===== config.mk =====
export PLATFORM = sky130hd
export DESIGN_NAME = turn_sequencer
export DESIGN_NICKNAME = d
export VERILOG_FILES = /design/src/rtl/turn_sequencer.sv
export SDC_FILE = /design/constraint.sdc
export NUM_CORES = 1
export LEC_CHECK = 0
export ABC_CLOCK_PERIOD_IN_PS = 1800
export BUFFER_PORTS_ARGS = -buffer_cell sky130_fd_sc_hd__buf_2
export CELL_PAD_IN_SITES_DETAIL_PLACEMENT = 1
export CELL_PAD_IN_SITES_GLOBAL_PLACEMENT = 2
export CORE_UTILIZATION = 34
export DETAILED_ROUTE_END_ITERATION = 8
export PLACE_DENSITY_LB_ADDON = 0.1
export SETUP_SLACK_MARGIN = 0.4
export SLEW_MARGIN = 10
export SYNTH_ARGS = -nofsm -noshare
export SYNTH_HDL_FRONTEND = slang
export SYNTH_SLANG_ARGS = --single-unit

===== constraint.sdc =====
create_clock -name clk -period 1.8 [get_ports clk]
set_input_delay 0.36 -clock clk [delete_from_list [all_inputs] [get_ports clk]]
set_output_delay 0.36 -clock clk [all_outputs]
set_load 0.005 [all_outputs]

===== src/rtl/turn_sequencer.sv =====
// turn_sequencer: runs one Connect Four turn around the shared board RAM and
// the external victory_checker. It clears the board after reset and on
// new_game. A turn takes a column, scans it for the lowest empty row, writes
// the piece, runs the checker, then declares a win or draw or passes the turn.
//
// Ports
//   clk, rst_n                    clock, async active-low reset
//   new_game                      pulse: abort, clear board, P1 to move
//   move_valid/move_col/move_ready  column request handshake (ready only in IDLE)
//   illegal_move                  pulse: out-of-range column or full column
//   rd_row/rd_col/rd_data         board read port (combinational RAM)
//   wr_en/wr_row/wr_col/wr_data   board write port
//   vc_start/vc_row/vc_col        checker launch and placed-piece location
//   vc_row_read/vc_col_read/vc_data  checker's view of the board read port
//   vc_done/vc_winner             checker completion and sticky winner
//   vc_clr_n                      active-low checker clear, low while clearing
//   cur_player/game_over/winner/draw  game status
module turn_sequencer #(
    parameter int unsigned ROWS = 6,
    parameter int unsigned COLS = 7
) (
    input  logic       clk,
    input  logic       rst_n,
    input  logic       new_game,
    input  logic       move_valid,
    input  logic [2:0] move_col,
    output logic       move_ready,
    output logic       illegal_move,
    output logic [2:0] rd_row,
    output logic [2:0] rd_col,
    input  logic [1:0] rd_data,
    output logic       wr_en,
    output logic [2:0] wr_row,
    output logic [2:0] wr_col,
    output logic [1:0] wr_data,
    output logic       vc_start,
    output logic [2:0] vc_row,
    output logic [2:0] vc_col,
    input  logic [2:0] vc_row_read,
    input  logic [2:0] vc_col_read,
    output logic [1:0] vc_data,
    input  logic       vc_done,
    input  logic [1:0] vc_winner,
    output logic       vc_clr_n,
    output logic [1:0] cur_player,
    output logic       game_over,
    output logic [1:0] winner,
    output logic       draw
);

    localparam int unsigned AW    = 3;
    localparam int unsigned PW    = 2;
    localparam int unsigned MCW   = 6;
    localparam int unsigned CELLS = ROWS * COLS;

    localparam logic [PW-1:0] CELL_EMPTY = 2'b00;
    localparam logic [PW-1:0] PLAYER_1   = 2'b01;
    localparam logic [PW-1:0] PLAYER_2   = 2'b10;

    typedef enum logic [2:0] {
        S_CLEAR,
        S_IDLE,
        S_SCAN,
        S_WRITE,
        S_START,
        S_WAIT,
        S_UPDATE,
        S_OVER
    } state_t;

    state_t          state, state_d;
    logic [AW-1:0]   clr_row, clr_row_d;
    logic [AW-1:0]   clr_col, clr_col_d;
    logic [AW-1:0]   scan_row, scan_row_d;
    logic [AW-1:0]   scan_col, scan_col_d;
    logic [MCW-1:0]  move_cnt, move_cnt_d;

    logic            move_ready_d;
    logic            illegal_move_d;
    logic            wr_en_d;
    logic [AW-1:0]   wr_row_d;
    logic [AW-1:0]   wr_col_d;
    logic [PW-1:0]   wr_data_d;
    logic            vc_start_d;
    logic [AW-1:0]   vc_row_d;
    logic [AW-1:0]   vc_col_d;
    logic            vc_clr_n_d;
    logic [PW-1:0]   cur_player_d;
    logic            game_over_d;
    logic [PW-1:0]   winner_d;
    logic            draw_d;

    // Single read port: the checker owns it only while we wait on it.
    always_comb begin
        rd_row  = (state == S_WAIT) ? vc_row_read : scan_row;
        rd_col  = (state == S_WAIT) ? vc_col_read : scan_col;
        vc_data = rd_data;
    end

    // Next-state and next-output logic; outputs are registered from these.
    always_comb begin
        state_d        = state;
        clr_row_d      = clr_row;
        clr_col_d      = clr_col;
        scan_row_d     = scan_row;
        scan_col_d     = scan_col;
        move_cnt_d     = move_cnt;
        illegal_move_d = 1'b0;
        wr_en_d        = 1'b0;
        wr_row_d       = wr_row;
        wr_col_d       = wr_col;
        wr_data_d      = wr_data;
        vc_start_d     = 1'b0;
        vc_row_d       = vc_row;
        vc_col_d       = vc_col;
        cur_player_d   = cur_player;
        game_over_d    = game_over;
        winner_d       = winner;
        draw_d         = draw;

        case (state)
            S_CLEAR: begin
                // One cell per cycle, row-major from (0,0).
                wr_en_d   = 1'b1;
                wr_row_d  = clr_row;
                wr_col_d  = clr_col;
                wr_data_d = CELL_EMPTY;
                if (clr_col == AW'(COLS - 1)) begin
                    clr_col_d = '0;
                    if (clr_row == AW'(ROWS - 1)) begin
                        state_d = S_IDLE;
                    end else begin
                        clr_row_d = clr_row + AW'(1);
                    end
                end else begin
                    clr_col_d = clr_col + AW'(1);
                end
            end
            S_IDLE: begin
                if (move_valid && move_ready) begin
                    if (32'(move_col) >= COLS) begin
                        illegal_move_d = 1'b1;
                    end else begin
                        scan_col_d = move_col;
                        scan_row_d = '0;
                        state_d    = S_SCAN;
                    end
                end
            end
            S_SCAN: begin
                if (rd_data == CELL_EMPTY) begin
                    // Piece write is launched here so wr_en is high during WRITE.
                    vc_row_d  = scan_row;
                    vc_col_d  = scan_col;
                    wr_en_d   = 1'b1;
                    wr_row_d  = scan_row;
                    wr_col_d  = scan_col;
                    wr_data_d = cur_player;
                    state_d   = S_WRITE;
                end else if (scan_row == AW'(ROWS - 1)) begin
                    illegal_move_d = 1'b1;
                    state_d        = S_IDLE;
                end else begin
                    scan_row_d = scan_row + AW'(1);
                end
            end
            S_WRITE: begin
                move_cnt_d = move_cnt + MCW'(1);
                vc_start_d = 1'b1;
                state_d    = S_START;
            end
            S_START: begin
                state_d = S_WAIT;
            end
            S_WAIT: begin
                if (vc_done) begin
                    state_d = S_UPDATE;
                end
            end
            S_UPDATE: begin
                if (vc_winner != CELL_EMPTY) begin
                    winner_d    = vc_winner;
                    game_over_d = 1'b1;
                    state_d     = S_OVER;
                end else if (move_cnt == MCW'(CELLS)) begin
                    draw_d      = 1'b1;
                    game_over_d = 1'b1;
                    state_d     = S_OVER;
                end else begin
                    cur_player_d = (cur_player == PLAYER_1) ? PLAYER_2 : PLAYER_1;
                    state_d      = S_IDLE;
                end
            end
            S_OVER: begin
                state_d = S_OVER;
            end
            default: begin
                state_d = S_CLEAR;
            end
        endcase

        // new_game overrides everything, including an in-flight check.
        if (new_game) begin
            state_d        = S_CLEAR;
            clr_row_d      = '0;
            clr_col_d      = '0;
            scan_row_d     = '0;
            scan_col_d     = '0;
            move_cnt_d     = '0;
            illegal_move_d = 1'b0;
            wr_en_d        = 1'b0;
            wr_row_d       = '0;
            wr_col_d       = '0;
            wr_data_d      = CELL_EMPTY;
            vc_start_d     = 1'b0;
            vc_row_d       = '0;
            vc_col_d       = '0;
            cur_player_d   = PLAYER_1;
            game_over_d    = 1'b0;
            winner_d       = CELL_EMPTY;
            draw_d         = 1'b0;
        end

        move_ready_d = (state_d == S_IDLE);
        vc_clr_n_d   = (state_d != S_CLEAR);
    end

    // State and output registers.
    always_ff @(posedge clk or negedge rst_n) begin
        if (!rst_n) begin
            state        <= S_CLEAR;
            clr_row      <= '0;
            clr_col      <= '0;
            scan_row     <= '0;
            scan_col     <= '0;
            move_cnt     <= '0;
            move_ready   <= 1'b0;
            illegal_move <= 1'b0;
            wr_en        <= 1'b0;
            wr_row       <= '0;
            wr_col       <= '0;
            wr_data      <= CELL_EMPTY;
            vc_start     <= 1'b0;
            vc_row       <= '0;
            vc_col       <= '0;
            vc_clr_n     <= 1'b0;
            cur_player   <= PLAYER_1;
            game_over    <= 1'b0;
            winner       <= CELL_EMPTY;
            draw         <= 1'b0;
        end else begin
            state        <= state_d;
            clr_row      <= clr_row_d;
            clr_col      <= clr_col_d;
            scan_row     <= scan_row_d;
            scan_col     <= scan_col_d;
            move_cnt     <= move_cnt_d;
            move_ready   <= move_ready_d;
            illegal_move <= illegal_move_d;
            wr_en        <= wr_en_d;
            wr_row       <= wr_row_d;
            wr_col       <= wr_col_d;
            wr_data      <= wr_data_d;
            vc_start     <= vc_start_d;
            vc_row       <= vc_row_d;
            vc_col       <= vc_col_d;
            vc_clr_n     <= vc_clr_n_d;
            cur_player   <= cur_player_d;
            game_over    <= game_over_d;
            winner       <= winner_d;
            draw         <= draw_d;
        end
    end

endmodule

# Word level (Yosys, flattened, before mapping)
# Index checks and enable logic that the tools add are counted.
# totals
output_inout_bits	33
regBits	46
elab_cells	145
in_bits	18
# op_classes
n_mux	71
reduce_logical	27
n_eq_ne	22
addsub	4
n_lt_le_gt_ge	1
# ops
cell	count
$mux W3	36
$pmux W3 S8	1
$reduce_bool A2 Y1	11
$eq A3 B3 Y1 const B	7
$mux W2	10
$pmux W3 S2	3
$mux W1	16
$ne A3 B3 Y1 const B	5
$mux W6	2
$reduce_and A3 Y1	4
$reduce_bool A3 Y1	4
$add A3 B1 Y3 const B	3
$ne A2 B2 Y1 const B	4
$reduce_and A2 Y1	4
$add A6 B1 Y6 const B	1
$eq A3 B1 Y1 const B	2
$eq A3 B2 Y1 const B	2
$eq A6 B6 Y1 const B	1
$reduce_and A5 Y1	1
$pmux W1 S2	2
$pmux W2 S2	1
$ge A3 B3 Y1 const B	1
$logic_not A3 Y1	1
$eq A2 B1 Y1 const B	1
other kinds (2)	2

# Depth between registers and ports, before layout
# Gate-level depths: netlist of run 1.
# logic_depth
word_depth	6
depth_mapped	6

# Least setup slack after synthesis of run 1
# No wires, ideal clock.
# synth_timing
kind	reg-to-output
from	register state[0]
to	output port rd_col[0]
t_arrival_ps	1298
t_required_ps	1440
path_buffers	1
slack_ps	142
path_stages_with_launch	5
path_cell_list	dfrtp_1 -> buf_4 -> and2_1 -> nand2_1 -> mux2_2
# synth_via
elab_chain_cells	2
# synth_rtl
item	line_no	source
start, declared	71	state_t state, state_d;
start signal, assigned	252	state <= state_d;
$eq A3 B3 Y1	96	rd_col = (state == S_WAIT) ? vc_col_read : scan_col;
$mux W3	96	
end, declared	30	output logic [2:0] rd_col,
# Every way passes these cells.

# Final worst setup path of run 1
# layout_timing
from	register state[2]
to	output port rd_col[1]
# The elaborated chain is that of the path after synthesis.

==> results by group, run 1 <==
Placed design
  – Placed cell count: 388
  – Post-DP HPWL: 4814 µm
  – Port Buffers: 50
  – Routability cong.: 0.7359
  – Pre-CTS WS: 0.07510 ns

Global route
  – First-pass GRT wire length: 11940 µm
  – Total grt overflow: 0
  – GRT Util Overall: 20.66%
  – Pin count of the biggest net entering global routing: 25
  – Number of global-route vias before repair: 2196
  – Initial antenna violation count: 0

Setup path
  – WP data arrival: 1.43 ns
  – Reg-to-reg slack, setup: 0.06 ns
  – Startpoint types: flip-flop
  – Worst R2R Path Depth: 7
  – FF-to-FF Start: state[2]$_DFF_PN0_
  – Critical path type: flip-flop to primary output
  – Crit end category: primary output
  – CP Max Fanout: 6
  – Worst r2r dst: move_ready$_DFF_PN0_
  – CP Data Required Time: 1.44 ns

Layout
  – Layout cell share with drive strength beyond 1: 59.27%
  – Area Growth Syn to Fin: 55.06%
  – Non-filler cells, final: 425
  – Antenna cell count: 0
  – Final core occ: 55.51%
  – Number of nets in the layout: 352

Synth
  – Primary FF master, synth: dfrtp_1
  – Area leader, netlist: dfrtp_1
  – FF+latch count, synth: 46
  – Cell count after synthesis: 245
  – Top cells by count, synth: dfrtp_1 (45), nand2_1 (25), a21oi_1 (20)
  – Synth top area share: 45.29%
  – Yosys Warn Count: 0
  – Synthesized Nets: 269
  – Number of library cell types mapped by synthesis: 61
  – Post-synth EDFFs: 0
  – Syn_area_per_cell: 10.15 µm²
  – Mapped cell area: 2486 µm²
  – FFs w/ async S/R, synth: 100.0%
  – Top cells by area, synth: dfrtp_1 (45%), a21oi_1 (4.0%), nand2_1 (3.8%)
  – Count leader, synth: dfrtp_1
  – Seq/Total Area, Yosys: 46.35%

Job
  – MaxCap Viol Count: 0

Timing
  – Setup TNS: 0 ns
  – Max Fclk: 0.5574 GHz
  – Slew Viols, Final: 0
  – Fin crit share: 99.66%
  – Final hold vios: 0
  – Worst Tran Pin Value: 0.4761 ns
  – RSZ-0062 raised after global routing: yes
  – Worst setup margin: 0.006055 ns
  – Setup-failing EPs final: 0
  – Max Clock Skew: 0.01109 ns
  – Slew Limit Headroom: 68.26%
  – Fin crit period: 1.794 ns

Clocking
  – CTS tree: done
  – Clk buf depth: 2
  – CTS buffer count: 5
  – CTS sink cnt: 46
  – Clock Pin Slew Worst Setup and Hold Paths: 0.09 ns
  – Htree depth: 2
  – Clk_lat worst skew: 0.30 ns
  – Clk root buf: clkbuf_8

Pwr
  – Net Sw Power: 0.4841 mW
  – Register share of total power: 55.4%
  – Power Density: 493.4 nW/µm²
  – LEAKAGE: 1.677 nW
  – Pint: 1.418 mW
  – Share of power burned in combinational logic: 9.0%
  – Sw Share: 25.45%
  – Max IR drop VDD: 281.7 µV
  – Clk pwr share: 35.6%

Min path
  – Worst Hold Class: primary input to async pin

Route
  – Residual DRC: 0
  – Post-DRT Antenna Nets: 0
  – 1st-pass router iterations: 4
  – DR vias/cell: 5.120
  – Drt total wl: 7514 µm
  – Via count: 2176
  – First-iteration detailed-routing DRC count: 53
  – Drt wl/cell: 17.68 µm

Status
  – Status: finished clean

Die
  – Rows: 30
  – Die area: 7658 µm²
  – IO Pins: 51
  – Initial Util: 35.80%
  – Core area: 6944 µm²
  – Die Wd: 87.51 µm
  – Die H: 87.51 µm
cell families (layout without fill, tap and decap cells):
family	count (synthesis)	after routing	synth area share [%]
fa+ha+maj	6	6	3.020
buf+inv	26	110	5.536
flops	46	46	46.35
mux	16	16	6.794
xor+xnor	7	7	2.466
compound gates	49	49	13.54
simple gates	95	95	22.30
flip-flops by register name, summed over array words and instances (netlist names):
| name | flops |
|---|---|
| clr_col | 3 |
| clr_row | 3 |
| cur_player | 2 |
| draw | 1 |
| game_over | 1 |
| illegal_move | 1 |
| move_cnt | 6 |
| move_ready | 1 |
| scan_col | 3 |
| scan_row | 3 |
| state | 3 |
| vc_clr_n | 1 |
| vc_col | 3 |
| vc_row | 3 |
| vc_start | 1 |
| winner | 2 |
| wr_col | 3 |
| wr_data | 2 |
| wr_en | 1 |
| wr_row | 3 |
per-layer routing:
metal  vias to the layer above  routed length (µm)  track usage [%]
li1                       1024                   -                -
met1                      1107                3283            26.62
met2                        37                3969            36.79
met3                         8                 173            2.844
met4                         0                  87            4.620
met5                         -                   0                0
cells in the final DEF (no fill, tap or decap), types with 4 or more instances in the layout:
master	count
inv_1	7
buf_6	19
dfrtp_1	41
buf_2	44
nand4_1	5
a21oi_1	8
mux2i_1	6
mux2_4	6
dfrtp_2	4
ha_1	5
clkbuf_8	6
nand3_1	6
a21oi_2	12
nor2b_1	4
nand2_1	9
nand2_2	11
nor2_1	17
nand3_2	4
buf_12	4
buf_4	21
xor2_1	5
o31ai_2	5
how the worst max path moves through the flow:
stage | from | end | slack, ns | cells after the start
2_1_floorplan | state[0]$_DFF_PN0_ | rd_col[0] | 0.30 | 4
6_report | state[2]$_DFF_PN0_ | rd_col[1] | 0.006 | 4
4_1_cts | state[2]$_DFF_PN0_ | rd_col[1] | 0.005 | 4
3_5_place_dp | state[2]$_DFF_PN0_ | move_ready$_DFF_PN0_ | 0.08 | 4
3_3_place_gp | state[2]$_DFF_PN0_ | move_ready$_DFF_PN0_ | 0.07 | 4
5_1_grt | state[2]$_DFF_PN0_ | rd_row[0] | -0.04 | 4
through the flow:
step	instance area, µm²	total power, mW	hold WS (ns)
floorplan	2529	1.130	0.06441
global placement	2934	1.212	0.3427
detailed placement	2934	1.214	0.3415
CTS	3602	1.916	0.007788
global route	3855	1.986	0.02382
finish	3855	1.902	0.01061
cell type report:
| type | count | area (µm²) |
|---|---|---|
| repair buffers | 93 | 772.0 |
| inverters | 9 | 38.79 |
| well taps | 96 | 120.1 |
| multi-input cells | 173 | 1672 |
| clock buffers | 6 | 82.58 |
| fillers | 746 | 3089 |
| flip-flops and latches | 46 | 1157 |
| clock inverters | 2 | 12.51 |
timing repair:
item                       CTS  global route
cloned                       3             0
pin swaps                   30            23
setup buffers               19             7
setup endpoints to repair   46            52
hold buffers                 0             0
resized for setup           86            42
critical path, stage by stage, from the launching register on:
cell and delay [ns]:
dfrtp_2 0.43, and2_4 0.19, nand2_8 0.10, mux2_4 0.31
buf_6 0.11
power by group through the flow:
stage / clock network, mW / registers, mW / logic (mW)
after floorplan: 0 / 1.07 / 0.0587
after global placement: 0 / 1.07 / 0.139
after detailed placement: 0 / 1.07 / 0.141
after CTS: 0.699 / 1.05 / 0.163
after global routing: 0.741 / 1.06 / 0.189
final: 0.677 / 1.05 / 0.171
Power figures use the tool's default switching activity.
==> inputs of run 2 (changes only) <==
--- a/config.mk
+++ b/config.mk
@@ -5,12 +5,14 @@
 export SDC_FILE = /design/constraint.sdc
 export NUM_CORES = 1
 export LEC_CHECK = 0
-export ABC_CLOCK_PERIOD_IN_PS = 1800
+export ABC_CLOCK_PERIOD_IN_PS = 1600
 export BUFFER_PORTS_ARGS = -buffer_cell sky130_fd_sc_hd__buf_2
 export CELL_PAD_IN_SITES_DETAIL_PLACEMENT = 1
 export CELL_PAD_IN_SITES_GLOBAL_PLACEMENT = 2
-export CORE_UTILIZATION = 34
+export CORE_ASPECT_RATIO = 0.75
+export CORE_UTILIZATION = 31
 export DETAILED_ROUTE_END_ITERATION = 8
+export HOLD_SLACK_MARGIN = 0.08
 export PLACE_DENSITY_LB_ADDON = 0.1
 export SETUP_SLACK_MARGIN = 0.4
 export SLEW_MARGIN = 10
==> constraint.sdc (replaced) <==
create_clock -name clk -period 1.6 [get_ports clk]
set_input_delay 0.32 -clock clk [delete_from_list [all_inputs] [get_ports clk]]
set_output_delay 0.32 -clock clk [all_outputs]
set_load 0.005 [all_outputs]
==> run 2 against run 1 <==
Compared with the run above:
- the flow now finishes with violations (negative setup slack)
- highest routed layer unchanged
- sequential share of layout area shrank 0.88 points
- design area grew 3.0%
- worst setup slack lost 0.14 ns
- critical path type unchanged
==> results by group, run 2 (synthesis results as in run 1) <==
Status
  – Status: finished, violations left
  – Violated checks: negative setup slack

Layout
  – Most frequent cells in the layout: buf_2 (44), dfrtp_1 (41), buf_4 (34), buf_6 (29), nor2_1 (16)
  – Number of nets in the layout: 372
  – Layout cell share with drive strength beyond 1: 59.60%
  – Reg with most FFs: move_cnt
  – Area Growth Syn to Fin: 59.74%
  – Antenna cell count: 0
  – Max reg flops: 6
  – Non-filler cells, final: 450
  – Most common cell after layout, fill and taps aside: buf_2
  – Final core occ: 52.72%
  – Cell area after layout: 3971 µm²

Pwr
  – Power Density: 576.6 nW/µm²
  – Max IR drop VDD: 306.5 µV
  – LEAKAGE: 1.771 nW

Die
  – Die Wd: 105.4 µm
  – Initial Util: 33.00%
  – Die area: 8385 µm²
  – Rows: 27
  – Die H: 79.56 µm
  – IO Pins: 51
  – Core area: 7533 µm²

Setup path
  – Crit path top cell by count: buf_6
  – Startpoint types: flip-flop
  – WP data arrival: 1.42 ns
  – Critical path type: flip-flop to primary output
  – Max incr delay on CP: 0.41 ns
  – Critical path cell sequence: buf_6, inv_8, nand2_8, mux2_4, buf_6
  – Crit end category: primary output
  – CP Data Required Time: 1.28 ns
  – CP Max Fanout: 6
  – Crit path max-delay cell type: dfrtp_1

Global route
  – GRT Util Overall: 20.00%
  – Total grt overflow: 0
  – Initial antenna violation count: 0
  – First-pass GRT wire length: 12850 µm
  – Pin count of the biggest net entering global routing: 29
  – Number of global-route vias before repair: 2385

Placed design
  – Placed cell count: 408
  – Port Buffers: 50
  – Routability cong.: 0.7932
  – Post-DP HPWL: 5098 µm
  – Placement Cell Area: 3065 µm²

Route
  – Via count: 2227
  – Residual DRC: 0
  – 1st-pass router iterations: 4
  – Met2 WL: 3749 µm
  – DR vias/cell: 4.949
  – Drt wl/cell: 17.76 µm
  – WL met1: 3949 µm
  – Drt total wl: 7993 µm
  – First-iteration detailed-routing DRC count: 50
  – Highest metal used: met4
  – Post-DRT Antenna Nets: 0
  – Detail Route met3 WL: 265 µm

Timing
  – Setup TNS: -1.190 ns
  – Max Clock Skew: 0.009611 ns
  – Fin crit period: 1.738 ns
  – Worst setup margin: -0.1376 ns
  – Max Fclk: 0.5755 GHz
  – Worst Tran Pin Value: 0.4469 ns
  – RSZ-0062 raised after global routing: yes
  – Final hold vios: 0
  – Setup-failing EPs final: 16
  – Fin crit share: 108.6%
  – Slew Limit Headroom: 70.20%
  – Slew Viols, Final: 0

Clocking
  – Htree depth: 2
  – Clock Pin Slew Worst Setup and Hold Paths: 0.09 ns
  – Clk_lat worst skew: 0.30 ns
  – CTS buffer count: 5
  – CTS tree: done
  – Clk buf depth: 2
  – Clk root buf: clkbuf_8
  – CTS sink cnt: 46

Job
  – MaxCap Viol Count: 0

Min path
  – Worst Hold Class: primary input to flip-flop
==> run 2: cell types whose count changed in the layout (fill, tap and decap cells not counted), sizes merged <==
cell         delta
dlygate4sd3     +1
bufinv          +1
clkinv          -1
buf            +19
==> run 2: power by group <==
| group | total [mW] | switching [mW] | internal (mW) |
|---|---|---|---|
| registers | 1.18 | 0.00780 | 1.17 |
| logic | 0.198 | 0.124 | 0.0744 |
| clock network | 0.911 | 0.444 | 0.468 |
| total | 2.29 | 0.575 | 1.71 |
==> run 2: layout make-up <==
class / count / area [µm²]
clock buffer: 6 / 72.57
clock inverter: 2 / 37.54
fill: 824 / 3562
inverter: 9 / 41.29
multi-input combinational: 173 / 1614
sequential: 46 / 1157
tap: 101 / 126.4
timing repair buffer: 113 / 922.1
==> run 2: routing by layer <==
metal  vias up  global-route usage (%)
met3         2                   3.184
met5         -                       0
li1       1070                       -
met1      1112                   27.23
met4         0                   5.070
met2        43                   33.22
==> run 2: critical path: cells and delay by family, from the launching register on <==
family	cells	cell delay [ns]
flip-flops	1	0.41
buffers and inverters	3	0.32
multiplexers	1	0.31
AND/OR/NAND/NOR	1	0.07
==> run 2: path summary, 6_finish.rpt <==
check | start | end | slack, ns | depth (start not counted)
setup / recovery | state[1]$_DFF_PN0_ | rd_row[1] | -0.14 | 5
hold / removal | vc_winner[0] | winner[0]$_DFFE_PN0P_ | 0.30 | 3
setup reg to reg | state[1]$_DFF_PN0_ | wr_col[0]$_DFFE_PN0P_ | -0.06 | 8
hold reg to reg | wr_col[2]$_DFFE_PN0P_ | wr_col[2]$_DFFE_PN0P_ | 0.50 | 2
max in group asynchronous | rst_n | state[0]$_DFF_PN0_ | 0.65 | 3
min in group asynchronous | rst_n | wr_data[0]$_DFFE_PN0P_ | 0.43 | 2
==> run 2: timing repair <==
item | in CTS | in global routing
endpoints found under the setup margin | 54 | 55
hold buffers | 1 | 0
resized for setup | 84 | 27
cloned | 2 | 0
buffers inserted | 25 | 6
hold endpoints to repair | 11 | 0
pin swaps | 22 | 9
==> run 2: metrics by stage <==
stage | hold WS [ns] | power (mW) | setup slack [ns]
after detailed placement | 0.2368 | 1.368 | -0.1531
after CTS | 0.2856 | 2.298 | -0.1450
after floorplan | 0.02441 | 1.273 | 0.1366
final | 0.2960 | 2.290 | -0.1376
after global routing | 0.2987 | 2.370 | -0.1920
after global placement | 0.2415 | 1.368 | -0.1300
==> inputs of run 3 (changes only) <==
--- a/config.mk
+++ b/config.mk
@@ -6,14 +6,15 @@
 export NUM_CORES = 1
 export LEC_CHECK = 0
 export ABC_CLOCK_PERIOD_IN_PS = 1600
-export BUFFER_PORTS_ARGS = -buffer_cell sky130_fd_sc_hd__buf_2
+export BUFFER_PORTS_ARGS = -buffer_cell sky130_fd_sc_hd__clkbuf_2
 export CELL_PAD_IN_SITES_DETAIL_PLACEMENT = 1
 export CELL_PAD_IN_SITES_GLOBAL_PLACEMENT = 2
-export CORE_ASPECT_RATIO = 0.75
+export CORE_ASPECT_RATIO = 0.5
 export CORE_UTILIZATION = 31
 export DETAILED_ROUTE_END_ITERATION = 8
 export HOLD_SLACK_MARGIN = 0.08
 export PLACE_DENSITY_LB_ADDON = 0.1
+export REMOVE_ABC_BUFFERS = 1
 export SETUP_SLACK_MARGIN = 0.4
 export SLEW_MARGIN = 10
 export SYNTH_ARGS = -nofsm -noshare
==> run 3 against run 2 <==
Compared with the run above:
- the run still ends with negative setup slack left
- fmax is 0.46% lower
- clock-buffer cell count is 1 higher
- total power is 6.4% higher
- routed wire length is 2.8% higher
- non-clock buffer count is 11 lower
- worst setup slack worse by 0.0080 ns
- clock power is 13% higher
- first-iteration DRC count is 130% higher
- cell count is 0.89% lower
- critical path depth is 1 lower
==> results by group, run 3 (synthesis results as in run 1) <==
Placed design
  – Post-DP HPWL: 5397 µm
  – Port Buffers: 50
  – Routability cong.: 0.8359

Setup path
  – Worst Setup SP: state[2]$_DFF_PN0_
  – Crit end category: primary output
  – FF-to-FF Start: state[2]$_DFF_PN0_
  – Critical path type: flip-flop to primary output
  – Worst r2r dst: scan_row[2]$_DFFE_PN0P_
  – CP Data Required Time: 1.28 ns
  – CP Max Fanout: 6
  – Critical Path End: rd_col[0]
  – Startpoint types: flip-flop
  – Reg-to-reg slack, setup: -0.13 ns
  – Worst R2R Path Depth: 8
  – WP data arrival: 1.43 ns

Layout
  – Most common cell after layout, fill and taps aside: clkbuf_2
  – Area Growth Syn to Fin: 58.08%
  – Most frequent cells in the layout: clkbuf_2 (49), dfrtp_1 (41), buf_4 (28), buf_6 (18), nor2_1 (15)
  – Final core occ: 52.11%
  – Antenna cell count: 0
  – Layout cell share with drive strength beyond 1: 61.83%
  – Reg with most FFs: move_cnt
  – Number of nets in the layout: 361
  – Max reg flops: 6

Pwr
  – Register share of total power: 48.7%
  – Clk pwr share: 42.5%
  – Net Sw Power: 0.5964 mW
  – Sw Share: 24.49%
  – Share of power burned in combinational logic: 8.8%
  – Power Density: 619.7 nW/µm²
  – LEAKAGE: 1.711 nW
  – Pint: 1.839 mW
  – Max IR drop VDD: 416.3 µV

Global route
  – Initial antenna violation count: 0
  – Total grt overflow: 0
  – Number of global-route vias before repair: 2327
  – GRT Util Overall: 19.64%
  – First-pass GRT wire length: 12340 µm
  – Pin count of the biggest net entering global routing: 47

Clocking
  – Htree depth: 2
  – Clk_lat worst skew: 0.29 ns
  – Clk root buf: clkbuf_16
  – CTS sink cnt: 46
  – CTS tree: done
  – Clk buf depth: 2
  – CTS buffer count: 5
  – Clock Pin Slew Worst Setup and Hold Paths: 0.06 ns

Route
  – Drt wl/cell: 18.41 µm
  – Post-DRT Antenna Nets: 0
  – DR vias/cell: 5.022
  – Residual DRC: 0
  – Via count: 2240
  – First-iteration detailed-routing DRC count: 116
  – Drt total wl: 8213 µm
  – 1st-pass router iterations: 4

Timing
  – Min Hold Slack: 0.3022 ns
  – Worst Tran Pin Value: 0.5309 ns
  – Max Clock Skew: 0.004125 ns
  – RSZ-0062 raised after global routing: yes
  – Setup-failing EPs final: 28
  – Fin crit period: 1.746 ns
  – Max Fclk: 0.5729 GHz
  – Slew Limit Headroom: 64.60%
  – Worst setup margin: -0.1456 ns
  – Fin crit share: 109.1%
  – Slew Viols, Final: 0
  – Final hold vios: 0

Job
  – MaxCap Viol Count: 0

Die
  – IO Pins: 51
  – Die area: 8404 µm²
  – Core area: 7542 µm²
  – Die H: 65.33 µm
  – Die Wd: 128.6 µm
  – Initial Util: 32.96%
  – Rows: 22

Min path
  – Hold Crit Start: vc_winner[1]
  – Worst Hold Class: primary input to flip-flop

Status
  – Violated checks: negative setup slack
  – Status: finished, violations left
## run 3: worst min-delay path by stage
stage | endpoint | slack [ns] | depth (start not counted)
global route | winner[0]$_DFFE_PN0P_ | 0.32 | 3
floorplan | clr_col[0]$_DFFE_PN0P_ | 0.02 | 0
detailed placement | clr_row[0]$_DFFE_PN0P_ | 0.33 | 2
global placement | vc_clr_n$_DFF_PN0_ | 0.33 | 2
CTS | winner[1]$_DFFE_PN0P_ | 0.29 | 3
finish | winner[1]$_DFFE_PN0P_ | 0.30 | 3
## run 3: what timing repair did
| item | 4_1_cts | 5_1_grt |
|---|---|---|
| hold buffers | 1 | 0 |
| gates resized for setup | 58 | 88 |
| hold endpoints to repair | 45 | 0 |
| endpoints found under the setup margin | 53 | 53 |
| buffers inserted | 12 | 8 |
| pin swaps | 13 | 47 |
| gates cloned | 0 | 1 |
## run 3: stage by stage
step	instances	setup TNS (ns)	total power [mW]	setup WS [ns]	cell area, µm²
after global routing	446	-4.266	2.535	-0.1922	3930
after CTS	437	-0.9936	2.431	-0.1502	3492
after detailed placement	416	-0.8014	1.371	-0.07071	3005
after global placement	416	-0.05849	1.368	-0.04361	3005
after floorplan	228	-8.919	1.251	-0.5667	2382
final	446	-2.065	2.436	-0.1456	3930
## run 3: layout make-up
type / instances / area [µm²]
multi-input combinational: 173 / 1708
tap: 108 / 135.1
sequential: 46 / 1157
inverter: 9 / 36.28
clock buffer: 7 / 132.6
timing repair buffer: 102 / 753.2
fill: 829 / 3612
clock inverter: 1 / 7.507
## run 3: routing by layer
layer	wire (µm)	share of wire [%]	track usage, %
met2	3995	49	32.84
met1	3881	47	25.83
met3	300	3.7	4.723
met4	36	0.44	4.412
met5	0	0	0
## run 3: critical path, stage by stage (launching register included)
cell	delay [ns]
dfrtp_2	0.44
and2_4	0.18
nand2_8	0.10
mux2_4	0.30
clkbuf_2	0.11
## run 3: power by group through the flow
stage / Clock, mW / Combinational [mW] / Sequential [mW]
detailed placement: 0 / 0.167 / 1.20
finish: 1.03 / 0.215 / 1.19
floorplan: 0 / 0.0454 / 1.21
global placement: 0 / 0.164 / 1.20
global route: 1.11 / 0.236 / 1.19
CTS: 1.06 / 0.190 / 1.18
